$ cat config.mk
export PLATFORM = sky130hd
export DESIGN_NAME = hilo_mult_seq
export DESIGN_NICKNAME = d
export VERILOG_FILES = /design/src/rtl/hilo_mult_seq.sv
export SDC_FILE = /design/constraint.sdc
export NUM_CORES = 1
export LEC_CHECK = 0
export BUFFER_PORTS_ARGS = -buffer_cell sky130_fd_sc_hd__buf_2
export CELL_PAD_IN_SITES_DETAIL_PLACEMENT = 1
export CELL_PAD_IN_SITES_GLOBAL_PLACEMENT = 2
export CORE_MARGIN = 5
export CORE_UTILIZATION = 37
export CTS_BUF_LIST = sky130_fd_sc_hd__clkbuf_8 sky130_fd_sc_hd__clkbuf_16
export CTS_CLUSTER_SIZE = 10
export DETAILED_ROUTE_END_ITERATION = 8
export PLACE_DENSITY_LB_ADDON = 0.1
export SYNTH_ARGS = -nofsm -noshare
export SYNTH_HDL_FRONTEND = slang
export SYNTH_SLANG_ARGS = --single-unit
$ cat constraint.sdc
create_clock -name clk -period 3.75 [get_ports clk]
set_input_delay 0.1875 -clock clk [delete_from_list [all_inputs] [get_ports clk]]
set_output_delay 0.1875 -clock clk [all_outputs]
set_load 0.05 [all_outputs]
$ cat src/rtl/hilo_mult_seq.sv
// Multi-cycle MULT/MULTU sequencer for the HI/LO registers.
// Radix-2 shift-add over WIDTH cycles, then one sign-fix cycle that writes HI/LO.
module hilo_mult_seq #(
   parameter int unsigned WIDTH = 32
) (
   input  logic             clk,
   input  logic             rst,
   input  logic             enhilo_EX,
   input  logic             is_signed,
   input  logic [1:0]       regsel_EX,
   input  logic [WIDTH-1:0] a,
   input  logic [WIDTH-1:0] b,
   output logic [WIDTH-1:0] hi,
   output logic [WIDTH-1:0] lo,
   output logic             busy,
   output logic             done,
   output logic             stall_FETCH
);

   localparam int unsigned CW = (WIDTH > 1) ? $clog2(WIDTH) : 1;

   typedef enum logic [1:0] {
      IDLE = 2'd0,
      CALC = 2'd1,
      FIX  = 2'd2
   } state_t;

   state_t             state, state_nxt;
   logic [CW-1:0]      cnt;
   logic [2*WIDTH-1:0] ma;
   logic [2*WIDTH-1:0] acc;
   logic [WIDTH-1:0]   mb;
   logic               neg;
   logic [WIDTH-1:0]   abs_a, abs_b;
   logic               last;

   // Magnitude of the most negative value wraps to 2^(WIDTH-1), which is correct read unsigned.
   assign abs_a = (is_signed && a[WIDTH-1]) ? -a : a;
   assign abs_b = (is_signed && b[WIDTH-1]) ? -b : b;
   assign last  = (cnt == CW'(WIDTH-1));

   assign busy        = (state != IDLE);
   assign stall_FETCH = busy & (enhilo_EX | (regsel_EX != 2'd0));

   always_ff @(posedge clk or negedge rst) begin
      if (!rst) state <= IDLE;
      else      state <= state_nxt;
   end

   always_comb begin
      state_nxt = state;
      case (state)
         IDLE:    if (enhilo_EX) state_nxt = CALC;
         CALC:    if (last) state_nxt = FIX;
         FIX:     state_nxt = IDLE;
         default: state_nxt = IDLE;
      endcase
   end

   // Multiplicand is kept pre-shifted, so acc += ma matches adding ma << cnt.
   always_ff @(posedge clk or negedge rst) begin
      if (!rst) begin
         cnt  <= '0;
         ma   <= '0;
         mb   <= '0;
         acc  <= '0;
         neg  <= 1'b0;
         hi   <= '0;
         lo   <= '0;
         done <= 1'b0;
      end else begin
         done <= (state == FIX);
         case (state)
            IDLE: begin
               if (enhilo_EX) begin
                  ma  <= {{WIDTH{1'b0}}, abs_a};
                  mb  <= abs_b;
                  neg <= is_signed & (a[WIDTH-1] ^ b[WIDTH-1]);
                  acc <= '0;
                  cnt <= '0;
               end
            end
            CALC: begin
               if (mb[0]) acc <= acc + ma;
               ma  <= ma << 1;
               mb  <= mb >> 1;
               cnt <= cnt + CW'(1);
            end
            FIX: begin
               {hi, lo} <= neg ? -acc : acc;
            end
            default: ;
         endcase
      end
   end

endmodule

# Yosys cells after proc, flatten, opt, wreduce, memory -nomap -nowiden
# Index checks and enable logic that the tools add are counted.
# totals
reg_bits,233
in_bits,70
out_inout_bits,67
elab_cells,49
# op_classes
add_sub_neg,5
eq_ne,6
mux,15
bitwise,4
reduce_logical,10
# ops
operator,count
2-to-1 mux 64 bit,4
case mux 64 bit (2 select lines),2
2-to-1 mux 32 bit,3
adder 64 bit,1
negator 32 bit,2
negator 64 bit,1
case mux 32 bit (2 select lines),1
case mux 5 bit (2 select lines),1
"inequality test 2 bit, second input constant",3
AND reduction 2 bit,3
nonzero test 2 bit,3
"adder 5 x 1 -> 5 bit, second input constant",1
"== test 5 bit, second input constant",1
2-to-1 mux 5 bit,1
2-to-1 mux 2 bit,2
case mux 2 bit (2 select lines),1
AND reduction 3 bit,1
bitwise AND 1 bit,2
"== test 2 x 1 -> 1 bit, second input constant",1
"== test 2 bit, second input constant",1
logical AND 1 bit,2
zero test 2 bit,1
bitwise OR 1 bit,1
bitwise XOR 1 bit,1

# Depth between registers and ports, before layout
# Gate-level depths: netlist of the first run.
# logic_depth
word_depth,4
ltp_mapped,13
depth_no_buf,13

# Worst setup path after synthesis of the first run
# No wires, ideal clock.
# synth_path
path_kind,flip-flop to flip-flop
from,register acc[1]
to,register hi[24]
arrival_ps,3190
required_time_ps,3621
slack_ps,431
path_stages_with_launch,13
n_path_buf,1
path_cell_list,dfrtp_1 inv_1 ha_1 or4b_4 or3_4 nand2b_1 or4_1 buf_2 or4_4 o21ai_4 nand2_1 xnor2_1 o21ai_1
# synth_via
elab_chain_len,2
# synth_lines
item,line_no,text
"start, declared",31,logic [2*WIDTH-1:0] acc;
"start signal, assigned",84,if (mb[0]) acc <= acc + ma;
negator 64 bit,90,"{hi, lo} <= neg ? -acc : acc;"
2-to-1 mux 64 bit,90,
"end signal, assigned",90,
"end, declared",13,"output logic [WIDTH-1:0] hi,"
# No other way between the ends.
# A chain may end at the register's enable or synchronous reset.

# Worst setup path after layout of the first run
# layout_path
from,register acc[1]
to,register hi[26]
# The elaborated chain is that of the path after synthesis.

==> results of run 1 <==
-- through the flow --
| stage | instance area [µm²] | total power, mW |
|---|---|---|
| 2_1_floorplan | 15200 | 9.80 |
| 3_3_place_gp | 16800 | 12.5 |
| 3_5_place_dp | 16800 | 12.7 |
| 4_1_cts | 17900 | 15.3 |
| 5_1_grt | 17900 | 16.4 |
| 6_report | 17900 | 15.2 |
-- report_power, final --
group	switching [mW]	total [mW]	internal (mW)
registers	1.03	4.50	3.47
clock network	1.09	2.57	1.48
logic	5.24	8.18	2.94
-- sequential cells by signal (all words and copies together) (netlist names) --
signal	cells
acc	64
cnt	5
done	1
hi	32
lo	32
ma	64
mb	32
neg	1
state	2
-- final cells by class --
| cell class | instances | share of cell area, % |
|---|---|---|
| multi-input combinational | 1394 | 49.6 |
| sequential | 233 | 32.5 |
| timing repair buffer | 240 | 8.83 |
| clock buffer | 31 | 4.20 |
| tap | 532 | 3.71 |
| inverter | 35 | 0.732 |
| clock inverter | 11 | 0.446 |
-- per-layer routing --
layer	up-vias	GRT usage, %	part of all wire, %
li1	6703	-	-
met1	6788	33.4	51
met2	212	33.6	44
met3	46	2.50	3.6
met4	0	3.71	1.2
met5	-	0	0
-- cells in the mapped netlist (22+ instances only) --
master / n
a21o_1: 38
a21oi_1: 107
a22o_1: 39
a22oi_1: 52
clkbuf_1: 94
dfrtp_1: 233
ha_1: 68
inv_1: 35
nand2_1: 263
nor2_1: 76
nor3_1: 27
o21ai_0: 253
or3_1: 22
xnor2_1: 72
xor2_1: 106
-- what timing repair did --
item,in CTS,in global routing
hold buffers,25,0
resized for setup,0,5
endpoints found under the hold margin,127,0
endpoints found under the setup margin,0,13
-- kinds of logic (layout without fill, tap and decap cells) --
group | count (synthesis) | in the layout
AOI/OAI and AO/OA | 629 | 629
and+or+nand+nor | 516 | 516
DFF | 233 | 233
xor gates and xnor gates | 178 | 178
buffers and inverters | 139 | 317
adders and majority gates | 69 | 69
muxes | 2 | 2
-- worst max-delay path by stage --
stage	end	depth (start not counted)	slack (ps)
6_report	hi[26]$_DFFE_PN0P_	12	230
5_1_grt	acc[63]$_DFFE_PN0P_	15	40
3_5_place_dp	hi[26]$_DFFE_PN0P_	12	80
3_3_place_gp	hi[24]$_DFFE_PN0P_	11	140
2_1_floorplan	hi[24]$_DFFE_PN0P_	12	430
4_1_cts	hi[26]$_DFFE_PN0P_	12	40
-- placed cells by master (no fill, tap or decap), types with 7 or more instances in the layout --
| cell | instances |
|---|---|
| nor2_1 | 74 |
| inv_1 | 41 |
| o41ai_1 | 16 |
| ha_1 | 68 |
| a21o_1 | 38 |
| a22oi_1 | 52 |
| and3_1 | 9 |
| a21oi_1 | 107 |
| o21bai_1 | 14 |
| a31oi_1 | 14 |
| dlygate4sd3_1 | 25 |
| nand4_1 | 20 |
| nor2b_1 | 12 |
| nand3_1 | 12 |
| nand2_1 | 263 |
| xnor2_1 | 72 |
| a22o_1 | 39 |
| buf_4 | 75 |
| or2_2 | 8 |
| o21ai_0 | 252 |
| nor3_1 | 26 |
| nor4_1 | 8 |
| buf_2 | 135 |
| xor2_1 | 106 |
| clkbuf_16 | 29 |
| dfrtp_1 | 232 |
| or4_1 | 17 |
| o21ai_1 | 7 |
| o31ai_1 | 21 |
| and2_1 | 8 |
| o21a_1 | 10 |
| nand2b_1 | 9 |
| or3_1 | 22 |
-- critical path, cell delays in order, from the launching register on --
cell      delay, ps
dfrtp_1         370
inv_1           100
ha_1            200
or4b_4          500
or3_4           420
nand2b_1        170
or4_4           500
o21a_1          260
nand2b_1        240
a21oi_1         240
nand2_1         100
xnor2_1         160
o21ai_0         100
==> qor.csv, run 1 <==
metric,value,unit
CTS H-Tree Depth,1,
pin slew with the least headroom to its limit,1010,ps
detailed placement HPWL,38.3,mm
worst-case register-to-register setup slack,230,ps
"Net Count, Synth",1905,
main flop type after synthesis,dfrtp_1,
final worst clock skew,16.0,ps
routed vias,13700,
synthesized instance count,1766,
CTS buffer count,29,
CP Capture Type,flop,
router iterations before antenna repair,5,
core footprint,40700,µm²
Final GP Congestion,0.852,
Max clock buf depth,3,
"arithmetic-cell share of the synthesized area counting full adders, half adders and majority gates",5.72,%
Die X-Extent,213,µm
antenna violations before repair,0,
combinational family with the most area after synthesis,compound AO/OA/AOI/OAI gates,
DRC,0,
clock-pin slew reported for the worst setup and hold paths after clock tree synthesis,60,ps
Netlist Area Pre-Place,15200,µm²
dominant cell type by area after synthesis,dfrtp_1,
areal power density over the cells,850,nW/µm²
pin count of the biggest net entering global routing,109,
RR Endpoint,hi[26]$_DFFE_PN0P_,
total count of max-transition violations in the final report,0,
area added between synthesis and finish,17.9,%
Final Hold Viols,0,
number of global-route vias before repair,14200,
mean post-synth cell area,8.61,µm²
unrepaired setup endpoints after global routing,no,
buffers inserted by post-CTS timing repair,0,
wire length of the first global-routing pass,79.9,mm
TritonCTS Sinks,233,
area fraction in compound gates after synthesis,26.1,%
minimum period implied by the final worst setup slack,3520,ps
count of unique library cells instantiated by Yosys,73,
"Net count, final",2072,
number of DRC markers in iteration 0,797,
launch point of the worst reg-to-reg path,acc[1]$_DFFE_PN0P_,
sequential cell area fraction in the yosys report,38.3,%
Worst Hold Launch,b[20],
Async SR Flop Fraction,100,%
area used by sequential logic in the layout,5830,µm²
CTS tree,done,
YS warnings,0,
IO Port Bufs,136,
overall routing resource usage,21.8,%
post-route worst setup slack,230,ps
insertion delay of the later-clocked pin in the worst-skew pair,560,ps
required arrival time at the worst endpoint,4170,ps
wire per inst,20.2,µm
multi-input gate area in the final layout,8890,µm²
Synth area leaders,"dfrtp_1 38%, o21ai_0 8.3%, nand2_1 6.5%",
Max Cap Viol,0,
Achievable Freq,284,MHz
Core Rows,74,
data arrival time of the worst path,3940,ps
Worst Hold Path EP,mb[20]$_DFFE_PN0P_,
critical path launch point type,flop,
residual overflow from global routing,0,
count of inserted antenna diode cells,0,
Slew HR,32.4,%
drt via density,5.55,
cell chosen for the clock root,clkbuf_16,
Finish-stage setup viols,0,
FILL cells,4852,
DIE AREA,45300,µm²
Die Y,213,µm
Register-to-Register Path Depth,12,
number of flops mapped to enable cells by yosys,0,
worst setup timing slack at the placement stage,75.3,ps
antenna violation net count after detailed routing,0,
boundary pin count,137,
Critical path origin,acc[1]$_DFFE_PN0P_,
Final Core Density,44.0,%
Final Non-Filler Cells,2476,
area share of and/or/nand/nor cells after synthesis,16.0,%
number of instances in the placed design,2409,
number of storage elements in the synthesis netlist,233,
layout cells sized above 1,14.8,%
critical path class,flop to flop,
effective utilization at floorplan,37.3,%
area share of the leading cell type in the synthesized netlist,38.3,%
highest fanout seen on the critical path,6,
worst min-delay path category,input pin to flop,
VDD IR max,272,µV
TNS Setup,0,ps
instance count along the most critical hold path,4,
Post-Synth XOR/XNOR Area,10.2,%
run status,finished clean,
fraction of synthesized area in multiplexers,0.140,%
fin crit share,93.9,%
Fin Hold WS,23.8,ps
drt total wl,50.0,mm
Leakage Power,8.16,nW
(Power assumes the default switching activity.)
==> inputs of run 2 (changes only) <==
clock period = 3.3 ns   (was 3.75 ns; I/O delays follow)
==> run 2 against run 1 <==
Net effect:
- final cell count increased by 5.4%
- maximum frequency increased by 9.1%
- first-iteration DRC count down 2.5%
- routed wire length up 1.9%
- largest cell class unchanged
- global-route usage up 0.56 points
- critical endpoint is now hi[30]$_DFFE_PN0P_
==> qor.csv, run 2 (synthesis results as in run 1) <==
metric,value,unit,change
worst-case register-to-register setup slack,70,ps,-160 ps
CP Capture Type,flop,,
Final GP Congestion,0.880,,+3.3%
total count of max-transition violations in the final report,0,,unchanged
area added between synthesis and finish,25.7,%,
TNS Setup,0,ps,unchanged
insertion delay of the later-clocked pin in the worst-skew pair,560,ps,about the same
critical path class,flop to flop,,
Achievable Freq,310,MHz,+9.1%
wire per inst,19.5,µm,-3.3%
path length in cells of the critical path,12,,unchanged
Critical path origin,acc[0]$_DFFE_PN0P_,,
fin crit share,97.7,%,+3.9 points
count of inserted antenna diode cells,0,,unchanged
clock-pin slew reported for the worst setup and hold paths after clock tree synthesis,50,ps,about the same
unrepaired setup endpoints after global routing,yes,,
drt via density,5.46,,-1.7%
number of global-route vias before repair,15000,,+5.6%
CTS buffer count,28,,-3.4%
most frequent cells in the layout,"263 x nand2_1, 243 x o21ai_0, 232 x dfrtp_1",,
"Net count, final",2204,,+6.4%
kind of cell adding the most delay to the critical path,simple AND/OR/NAND/NOR gates,,
cell-by-cell trace of the critical path,"inv_2, ha_4, or4b_4, or3_4, nand2b_4, or4_4, buf_6, o41ai_4, nand2_1, a21oi_2, xor2_1, o21ai_1",,
run status,finished clean,,
Leakage Power,8.83,nW,+8.2%
final worst clock skew,12.7,ps,-3.29 ps
launch point of the worst reg-to-reg path,acc[0]$_DFFE_PN0P_,,
effective utilization at floorplan,37.3,%,unchanged
post-route worst setup slack,74.8,ps,-155 ps
Register-to-Register Path Depth,12,,unchanged
Die Y,213,µm,unchanged
worst min-delay path category,input pin to flop,,
drt total wl,51.0,mm,+1.9%
layout cells sized above 1,21.5,%,+6.8 points
core footprint,40700,µm²,unchanged
placed standard-cell area,17700,µm²,+5.3%
highest fanout seen on the critical path,5,,-1
TritonCTS Sinks,233,,unchanged
CTS H-Tree Depth,1,,unchanged
residual overflow from global routing,0,,unchanged
DIE AREA,45300,µm²,unchanged
Slew HR,45.3,%,+13 points
Fin Hold WS,46.9,ps,+23.0 ps
Top Registers,"acc (64), ma (64)",,
post-layout instance area,19100,µm²,+6.6%
cell chosen for the clock root,clkbuf_16,,
Final Core Density,46.9,%,+2.9 points
Flop pwr share,26.4,%,-3.1 points
Max clock buf depth,3,,unchanged
number of DRC markers in iteration 0,777,,-2.5%
maximum single-stage delay on the critical path,470,ps,-30 ps
routed vias,14200,,+3.6%
Final Hold Viols,0,,unchanged
Core Rows,74,,unchanged
instance count along the most critical hold path,4,,unchanged
router iterations before antenna repair,5,,unchanged
pin slew with the least headroom to its limit,820,ps,-194 ps
internal power,9.76,mW,+24%
pin count of the biggest net entering global routing,77,,-29%
final total power,18.3,mW,+20%
data arrival time of the worst path,3650,ps,-290 ps
IO Port Bufs,136,,unchanged
FILL cells,4891,,+0.80%
number of instances in the placed design,2527,,+4.9%
capture point of the worst path,hi[30]$_DFFE_PN0P_,,
antenna violation net count after detailed routing,0,,unchanged
minimum period implied by the final worst setup slack,3230,ps,-295 ps
"commonest non-fill, non-tap cell in the layout",nand2_1,,
RR Endpoint,hi[30]$_DFFE_PN0P_,,
Clk network pwr share,15.7,%,-1.2 points
Final Non-Filler Cells,2609,,+5.4%
switching part of the total,46.7,%,-1.6 points
count of buffering cells on the critical path with inverters included,2,,+1
required arrival time at the worst endpoint,3730,ps,-440 ps
areal power density over the cells,957,nW/µm²,+13%
CTS tree,done,,
Sw Pwr,8.54,mW,+16%
DRC,0,,unchanged
cell with the largest stage delay on the worst path,or4_4,,
Die X-Extent,213,µm,unchanged
detailed placement HPWL,38.9,mm,+1.6%
Finish-stage setup viols,0,,unchanged
antenna violations before repair,0,,unchanged
VDD IR max,389,µV,+43%
overall routing resource usage,22.3,%,+0.56 points
combinational share of power,57.9,%,+4.3 points
worst setup timing slack at the placement stage,-208,ps,-284 ps
wire length of the first global-routing pass,82.5,mm,+3.3%
boundary pin count,137,,unchanged
critical path launch point type,flop,,
Max Cap Viol,0,,unchanged
[run 2: changes by cell type in the layout (fill, tap and decap cells not counted), moves of 6 or more]
cell | before | now
a21oi_1 | 107 | 97
o21ai_0 | 252 | 243
o21ai_1 | 7 | 15
dlygate4sd3_1 | 25 | 31
buf_4 | 75 | 201
a21oi_2 | 0 | 8
[run 2: cell type report]
cell class,count,area [µm²],area share (%)
multi-input cells,1394,9060,47.4
flip-flops and latches,233,5830,30.5
repair buffers,373,2600,13.6
clock buffers,34,795,4.16
well taps,532,666,3.48
inverters,35,131,0.687
clock inverters,8,30.0,0.157
[run 2: how the worst min path moves through the flow]
| stage | start | to | slack (ps) |
|---|---|---|---|
| after floorplan | rst | acc[0]$_DFFE_PN0P_ | -130 |
| after global placement | rst | lo[15]$_DFFE_PN0P_ | 160 |
| after detailed placement | rst | lo[15]$_DFFE_PN0P_ | 170 |
| after CTS | b[27] | mb[27]$_DFFE_PN0P_ | 20 |
| after global routing | a[16] | ma[16]$_DFFE_PN0P_ | 60 |
| final | b[27] | mb[27]$_DFFE_PN0P_ | 50 |
[run 2: repair_timing]
action / in CTS / in global routing
hold endpoints to repair: 91 / 0
resized for setup: 14 / 40
setup buffers: 0 / 9
pin swaps: 6 / 10
hold buffers: 31 / 0
endpoints found under the setup margin: 23 / 45
[run 2: power by group through the flow]
stage               clock, mW  combinational [mW]  sequential [mW]
global route             3.07                11.6             4.97
detailed placement          0                10.4             4.88
finish                   2.87                10.6             4.84
floorplan                   0                5.28             5.86
CTS                      2.97                10.5             4.84
global placement            0                10.2             4.83
[run 2: routing by layer]
layer | track usage [%] | wire length, µm | vias up
met4 | 3.62 | 641 | 0
met5 | 0 | 0 | -
met2 | 35.9 | 23000 | 191
li1 | - | - | 6969
met1 | 33.3 | 25600 | 7042
met3 | 2.23 | 1710 | 46
[run 2: worst min-delay path, cell delays in order]
cell	delay (ps)
buf_2	120
inv_1	90
xnor2_1	110
o21ai_0	60
==> inputs of run 3 (changes only) <==
clock period = 3.7 ns   (was 3.3 ns; I/O delays follow)
==> run 3 against run 2 <==
Net effect:
- sequential share of layout area rose by 1.9 points
- register-to-register slack got worse by 20 ps
- die area did not move
- cell area fell by 5.9%
- maximum frequency fell by 12%
- clock-buffer cell count fell by 1
- sequential power fell by 6.8%
- critical path depth fell by 1
- combinational power fell by 22%
- flip-flop and latch count did not move
- critical endpoint is now hi[8]$_DFFE_PN0P_
- largest power group unchanged
- highest routed layer unchanged
==> qor.csv, run 3 (synthesis results as in run 1) <==
metric,value,unit,change
wire per inst,20.0,µm,+2.4%
maximum single-stage delay on the critical path,590,ps,+120 ps
Flop pwr share,29.3,%,+2.9 points
Finish-stage setup viols,0,,unchanged
antenna violations before repair,0,,unchanged
Slew HR,31.5,%,-14 points
cell chosen for the clock root,clkbuf_16,,
Die X-Extent,213,µm,unchanged
CP Capture Type,flop,,
critical path class,flop to flop,,
routed vias,13700,,-3.5%
Top Registers,"acc (64), ma (64)",,
IO Port Bufs,136,,unchanged
final worst clock skew,25.0,ps,+12.4 ps
data arrival time of the worst path,4030,ps,+380 ps
CTS buffer count,29,,+3.6%
minimum period implied by the final worst setup slack,3650,ps,+420 ps
cell with the largest stage delay on the worst path,or4_4,,
DIE AREA,45300,µm²,unchanged
drt via density,5.53,,+1.3%
worst min-delay path category,input pin to flop,,
clock-pin slew reported for the worst setup and hold paths after clock tree synthesis,60,ps,about the same
number of instances in the placed design,2408,,-4.7%
insertion delay of the later-clocked pin in the worst-skew pair,560,ps,about the same
Final Non-Filler Cells,2485,,-4.8%
required arrival time at the worst endpoint,4090,ps,+360 ps
Max Cap Viol,0,,unchanged
effective utilization at floorplan,37.3,%,unchanged
unrepaired setup endpoints after global routing,yes,,
pin count of the biggest net entering global routing,107,,+39%
CTS tree,done,,
switching part of the total,48.1,%,+1.5 points
VDD IR max,302,µV,-23%
boundary pin count,137,,unchanged
overall routing resource usage,21.8,%,-0.53 points
"commonest non-fill, non-tap cell in the layout",nand2_1,,
Final GP Congestion,0.869,,-1.3%
internal power,7.98,mW,-18%
Clk network pwr share,16.7,%,+1.0 points
count of inserted antenna diode cells,0,,unchanged
antenna violation net count after detailed routing,0,,unchanged
FILL cells,4806,,-1.7%
areal power density over the cells,856,nW/µm²,-11%
Leakage Power,8.19,nW,-7.3%
detailed placement HPWL,37.7,mm,-3.2%
wire length of the first global-routing pass,80.1,mm,-3.0%
most frequent cells in the layout,"263 x nand2_1, 252 x o21ai_0, 231 x dfrtp_1",,
TritonCTS Sinks,233,,unchanged
core footprint,40700,µm²,unchanged
pin slew with the least headroom to its limit,1030,ps,+208 ps
Die Y,213,µm,unchanged
Max clock buf depth,3,,unchanged
router iterations before antenna repair,5,,unchanged
CTS H-Tree Depth,1,,unchanged
DRC,0,,unchanged
highest fanout seen on the critical path,6,,+1
total count of max-transition violations in the final report,0,,unchanged
run status,finished clean,,
combinational share of power,54.0,%,-3.9 points
drt total wl,49.7,mm,-2.5%
"Net count, final",2077,,-5.8%
critical path launch point type,flop,,
residual overflow from global routing,0,,unchanged
cell-by-cell trace of the critical path,"inv_1, ha_2, or4b_4, or3_4, nand2b_1, or4_4, or4_4, o21ai_4, buf_4, xor2_1, o21ai_0",,
area added between synthesis and finish,18.2,%,
Achievable Freq,274,MHz,-12%
Core Rows,74,,unchanged
fin crit share,98.5,%,+0.79 points
layout cells sized above 1,15.1,%,-6.4 points
critical path's most frequent cell,or4_4,,
Sw Pwr,7.40,mW,-13%
number of global-route vias before repair,14100,,-6.1%
number of DRC markers in iteration 0,890,,+15%
Final Hold Viols,0,,unchanged
final total power,15.4,mW,-16%
## run 3: cell count changes in the layout (fill, tap and decap cells not counted), sizes merged
| cell | previous run | this run |
|---|---|---|
| inv | 43 | 45 |
| buf | 342 | 217 |
| clkbuf | 34 | 33 |
| dlygate4sd3 | 31 | 28 |
| clkinv | 0 | 3 |
## run 3: worst max-delay path: cells and delay by family, from the launching register on
family | cells | cell delay [ps]
fa+ha+maj | 1 | 190
compound gates | 2 | 300
buf+inv | 2 | 230
flops | 1 | 430
xor+xnor | 1 | 130
simple gates | 5 | 2190
## run 3: layout make-up
class / instances / area [µm²] / share of cell area (%)
clock buffers: 33 / 781 / 4.34
clock inverters: 13 / 52.6 / 0.292
inverters: 35 / 131 / 0.731
multi-input cells: 1394 / 8910 / 49.6
flip-flops and latches: 233 / 5830 / 32.4
well taps: 532 / 666 / 3.70
repair buffers: 245 / 1600 / 8.92
## run 3: power groups by stage
stage	clock network, mW	registers [mW]	logic, mW
2_1_floorplan	0	5.22	4.71
3_3_place_gp	0	4.50	8.12
3_5_place_dp	0	4.54	8.25
4_1_cts	2.65	4.51	8.31
5_1_grt	2.76	4.64	9.17
6_report	2.57	4.51	8.30
## run 3: timing repair
action,CTS,global route
gates resized for setup,1,10
hold endpoints to repair,129,0
gates cloned,0,0
setup endpoints to repair,3,19
pin swaps,0,1
buffers inserted,0,3
hold buffers,28,0
## run 3: per-layer routing
metal	part of all wire [%]	wire [µm]	global-route usage, %	vias to the layer above
li1	-	-	-	6728
met1	52	25600	33.4	6774
met2	44	21800	34.2	197
met3	3.1	1560	1.90	45
met4	1.4	711	3.66	0
met5	0	0	0	-
## run 3: path summary, 6_finish.rpt
kind / from / endpoint / slack (ps) / cells past startpoint
setup reg to reg: acc[0]$_DFFE_PN0P_ / hi[8]$_DFFE_PN0P_ / 50 / 11
setup / recovery: acc[0]$_DFFE_PN0P_ / hi[8]$_DFFE_PN0P_ / 50 / 11
min in group asynchronous: rst / lo[11]$_DFFE_PN0P_ / 260 / 2
hold / removal: a[21] / ma[21]$_DFFE_PN0P_ / 50 / 3
hold reg to reg: lo[31]$_DFFE_PN0P_ / lo[31]$_DFFE_PN0P_ / 470 / 2
max in group asynchronous: rst / hi[19]$_DFFE_PN0P_ / 2430 / 3
## run 3: through the flow
stage	hold WS (ps)	cell area [µm²]	utilization, %	setup TNS [ps]	setup slack (ps)
finish	50.6	18000	44.1	0	54.7
global route	80.0	18000	44.1	-39.2	-16.8
CTS	14.9	17900	44.0	0	44.0
detailed placement	312	16800	41.3	-22.0	-17.2
global placement	306	16800	41.3	0	58.8
floorplan	-111	15200	-	0	381
